**config.mk**
```make
export PLATFORM = sky130hd
export DESIGN_NAME = duck_palette_ctrl
export DESIGN_NICKNAME = d
export VERILOG_FILES = /design/src/rtl/duck_palette_pkg.sv /design/src/rtl/duck_flash_fsm.sv /design/src/rtl/duck_palette_ctrl.sv
export SDC_FILE = /design/constraint.sdc
export NUM_CORES = 1
export LEC_CHECK = 0
export ABC_AREA = 0
export BUFFER_PORTS_ARGS = -buffer_cell sky130_fd_sc_hd__buf_2
export CORE_AREA = 2 2 140 142
export DETAILED_ROUTE_END_ITERATION = 7
export DIE_AREA = 0 0 142 144
export PLACE_DENSITY = 0.7
export SYNTH_ARGS = -nofsm -noshare
export SYNTH_HDL_FRONTEND = slang
export SYNTH_SLANG_ARGS = --single-unit
```
**constraint.sdc**
```tcl
create_clock -name Clk -period 2.28 [get_ports Clk]
set_clock_uncertainty 0.1 [all_clocks]
set_input_delay 0.456 -clock Clk [delete_from_list [all_inputs] [get_ports Clk]]
set_output_delay 0.456 -clock Clk [all_outputs]
set_load 0.05 [all_outputs]
```
**src/rtl/duck_palette_pkg.sv**
```systemverilog
// duck_palette_pkg: shared types, reset palette and counter sizing for the duck palette block
package duck_palette_pkg;
  typedef logic [11:0] rgb12_t;
  typedef enum logic [1:0] {IDLE, FLASH_ON, FLASH_OFF} flash_state_t;
  localparam rgb12_t DEFAULT_PALETTE [0:15] = '{
    12'hAEA, 12'h00A, 12'hFFF, 12'hB0B, 12'hF76, 12'hAEA, 12'hAEA, 12'hAEA,
    12'hAEA, 12'hAEA, 12'hAEA, 12'hAEA, 12'hAEA, 12'hAEA, 12'hAEA, 12'hAEA
  };
  function automatic int cnt_w(input int n);
    return (n > 1) ? $clog2(n) : 1;
  endfunction
endpackage

```
**src/rtl/duck_flash_fsm.sv**
```systemverilog
// duck_flash_fsm: hit-flash sequencer counting ON/OFF frame phases and blink pairs
module duck_flash_fsm
  import duck_palette_pkg::*;
#(
  parameter int FLASH_FRAMES = 4,
  parameter int FLASH_COUNT  = 3
) (
  input  logic clk,
  input  logic rst,
  input  logic frame_start_i,
  input  logic hit_pulse_i,
  output logic flash_on_o,
  output logic busy_o
);
  localparam int FW = cnt_w(FLASH_FRAMES);
  localparam int BW = cnt_w(FLASH_COUNT);
  localparam logic [FW-1:0] FMAX = FW'(FLASH_FRAMES - 1);
  localparam logic [BW-1:0] BMAX = BW'(FLASH_COUNT - 1);
  flash_state_t state_q, state_d;
  logic [FW-1:0] fcnt_q, fcnt_d;
  logic [BW-1:0] bcnt_q, bcnt_d;
  always_comb begin
    state_d = state_q;
    fcnt_d  = fcnt_q;
    bcnt_d  = bcnt_q;
    if (hit_pulse_i) begin
      state_d = FLASH_ON;
      fcnt_d  = '0;
      bcnt_d  = '0;
    end else if (frame_start_i && state_q != IDLE) begin
      if (fcnt_q != FMAX) begin
        fcnt_d = fcnt_q + 1'b1;
      end else begin
        fcnt_d = '0;
        if (state_q == FLASH_ON) begin
          state_d = FLASH_OFF;
        end else if (bcnt_q == BMAX) begin
          state_d = IDLE;
        end else begin
          bcnt_d  = bcnt_q + 1'b1;
          state_d = FLASH_ON;
        end
      end
    end
  end
  always_ff @(posedge clk) begin
    if (rst) begin
      state_q <= IDLE;
      fcnt_q  <= '0;
      bcnt_q  <= '0;
    end else begin
      state_q <= state_d;
      fcnt_q  <= fcnt_d;
      bcnt_q  <= bcnt_d;
    end
  end
  assign flash_on_o = (state_q == FLASH_ON);
  assign busy_o     = (state_q != IDLE);
endmodule

```
**src/rtl/duck_palette_ctrl.sv**
```systemverilog
// duck_palette_ctrl: 16-entry sprite palette with vblank-gated writes and hit-flash colour override
module duck_palette_ctrl
  import duck_palette_pkg::*;
#(
  parameter int          FLASH_FRAMES    = 4,
  parameter int          FLASH_COUNT     = 3,
  parameter logic [15:0] FLASH_MASK      = 16'h001A,
  parameter rgb12_t      FLASH_RGB       = 12'hFFF,
  parameter int          TRANSPARENT_IDX = 0
) (
  input  logic        Clk,
  input  logic        Reset,
  input  logic        pix_valid,
  input  logic [3:0]  pix_index,
  output logic [3:0]  red,
  output logic [3:0]  green,
  output logic [3:0]  blue,
  output logic        rgb_valid,
  output logic        transparent,
  input  logic        cfg_valid,
  output logic        cfg_ready,
  input  logic [3:0]  cfg_addr,
  input  logic [11:0] cfg_data,
  input  logic        vblank,
  input  logic        frame_start,
  input  logic        hit_pulse,
  output logic        busy
);
  localparam logic [3:0] TIDX = 4'(TRANSPARENT_IDX);
  rgb12_t pal_q [0:15];
  rgb12_t pal_d [0:15];
  rgb12_t rgb_q, rgb_d;
  logic   valid_q, transp_q, transp_d, flash_on;
  duck_flash_fsm #(
    .FLASH_FRAMES(FLASH_FRAMES),
    .FLASH_COUNT (FLASH_COUNT)
  ) u_fsm (
    .clk          (Clk),
    .rst          (Reset),
    .frame_start_i(frame_start),
    .hit_pulse_i  (hit_pulse),
    .flash_on_o   (flash_on),
    .busy_o       (busy)
  );
  assign cfg_ready = vblank & ~Reset;
  // Lookup reads pal_q, so a same-cycle write to that entry is seen only on the next lookup.
  always_comb begin
    pal_d = pal_q;
    if (cfg_valid && cfg_ready) pal_d[cfg_addr] = cfg_data;
    rgb_d = !pix_valid ? rgb_q
          : (flash_on && FLASH_MASK[pix_index] && pix_index != TIDX) ? FLASH_RGB
          : pal_q[pix_index];
    transp_d = pix_valid ? (pix_index == TIDX) : transp_q;
  end
  always_ff @(posedge Clk) begin
    if (Reset) begin
      pal_q    <= DEFAULT_PALETTE;
      rgb_q    <= '0;
      valid_q  <= 1'b0;
      transp_q <= 1'b0;
    end else begin
      pal_q    <= pal_d;
      rgb_q    <= rgb_d;
      valid_q  <= pix_valid;
      transp_q <= transp_d;
    end
  end
  assign {red, green, blue} = rgb_q;
  assign rgb_valid          = valid_q;
  assign transparent        = transp_q;
endmodule

```
==> qor.csv <==
metric,value,unit
status,"finished, final reports clean",
drive_above_1_share,19.2,%
row_count,51,
max_freq,535,MHz
wl,19.9,mm
ctsRootBufferMaster,clkbuf_16,
wl_per_cell,17.7,um
max_slew_margin,33.8,%
die_area,20400,um^2
syn_nets,887,
cts_made_buffers,22,
ant_nets,0,
grt_pass1_vias,6186,
ir_worst_vdd,545,uV
setup_violations,0,
pin_count,43,
area_delta_synth_final,12.5,%
ys_ff_latch,212,
syn_area,9360,um^2
drc,0,
via_per_inst,5.67,
layout_commonest_cell,dfxtp_1,
seq_area_frac_synth,45.3,%
yosysTopAreaCell,dfxtp_1,
ctsResizeCount,0,
fin_crit_sh,82.1,%
hold_violations,0,
busiest_layer,met2,
syn-instance-count,858,
yosysUniqueCellTypes,38,
post_cts_buffers,0,
leakagePower,4.17,nW
start_util,49.1,%
crit_type,register to output pin,
clkSinkCount,212,
cp-start-kind,register,
grt_util_all_layers,19.6,%
p_total,7.88,mW
nNetsFinal,901,
drt-initial-drc-count,418,
dp.final_hpwl,12.7,mm
antenna_found_initial,0,
required,1720,ps
grt.met2_usage,32.8,%
dr.pass1.iters,6,
grtUsageMet3,2.45,%
worstPathArrival,1310,ps
fill_cells,1651,
slew_violations,0,
cellPowerDensity,748,nW/um^2
grtUsageMet1,27.6,%
tightestPinTransition,994,ps
antennaDiodeCount,0,
io_buffers,42,
place_ws,197,ps
cts.path.max_buffers,3,
fin_crit,1870,ps
cp-end-kind,output pin,
crit_fanout,4,
die_w,142,um
grt_pass1_wl,32.6,mm
hold_buffers,0,
coreArea,19100,um^2
path_clk_slew,60,ps
rsz0062_at_grt,no,
final_cell_mix,"212 x dfxtp_1, 139 x nor2_1, 102 x mux2i_1",
yosysTopAreaCellShare,45.3,%
grt_overflow,0,
clk_latency,490,ps
die_h,144,um
fin_ws,409,ps
ys.warnings.count,0,
vias,6383,
grt_max_degree,213,
place_area,9800,um^2
min_path_type,primary input to register,
syn_area_per_cell,10.9,um^2
htreeDepth,1,
fin_area,10500,um^2
gp_congestion,0.760,
fin_setup_tns,0,ps
max-cap-violations,0,
ys_top_cells_by_area,"dfxtp_1 45%, mux4_2 12%, mux2i_1 11%",
cts_tree,done,
where the power goes:
part	leakage, nW	total (mW)	switching [mW]	internal, mW
registers	1.72	3.77	0.0259	3.74
clock network	0.370	3.55	1.43	2.12
logic	2.08	0.552	0.362	0.191
total	4.17	7.88	1.82	6.06
per-stage QoR:
step	hold slack [ps]	std cells	util (%)
after floorplan	330	858	-
after global placement	338	1086	51.4
after detailed placement	345	1086	51.4
after CTS	106	1125	55.2
after global routing	117	1125	55.2
final	115	1125	55.2
worst max-delay path, cell delays in order (launching register included):
cell and delay (ps):
dfxtp_1 330, or2_2 290, buf_2 210
metal layers:
metal / wire [um] / up-vias
met1: 9560 / 3161
met4: 210 / 0
li1: - / 3122
met2: 9440 / 81
met5: 0 / -
met3: 659 / 19
state kept, by name, indices dropped and copies added (netlist names):
signal,flops
pal_q,192
rgb_q,12
rgb_valid,1
transparent,1
u_fsm.bcnt_q,2
u_fsm.fcnt_q,2
u_fsm.state_q,2
layout make-up:
class,instances,area (um^2),share of cell area (%)
Clock buffer,34,707,6.71
Clock inverter,5,25.0,0.238
Inverter,9,33.8,0.321
Multi-Input combinational cell,561,4710,44.7
Sequential cell,212,4240,40.3
Tap cell,238,298,2.83
Timing Repair Buffer,66,522,4.95
final timing paths:
path	depth (start not counted)	endpoint	slack, ps	from
max	2	busy	410	u_fsm.state_q[0]
min	2	u_fsm.bcnt_q[0]	120	hit_pulse
max reg2reg	4	rgb_q[6]	810	u_fsm.state_q[0]
min reg2reg	2	pal_q[135]	350	pal_q[135]
Yosys cell counts, drive strengths merged:
cell type / instances
nand2: 46
ha: 2
xnor2: 1
and2: 1
or2: 1
inv: 8
nor3: 12
nor4: 3
clkinv: 1
nand4bb: 1
buf: 37
nor2b: 40
nand4b: 2
mux2i: 102
a211o: 94
and4b: 1
mux2: 1
nand4: 2
o21ai: 1
dfxtp: 212
nand2b: 3
o21bai: 12
or3: 1
a221oi: 12
clkbuf: 39
nor2: 139
nand3: 6
nand3b: 20
and4bb: 1
a21oi: 9
mux4: 48
kinds of logic after synthesis:
group	count (synthesis)	share of synthesized area, %
and+or+nand+nor	279	15.9
DFF	212	45.3
xor gates and xnor gates	1	0.0936
adders and majority gates	2	0.267
buffers and inverters	85	4.46
AOI/OAI and AO/OA	128	11.4
muxes	151	22.6
No activity file was read; power rests on OpenSTA's default activity.
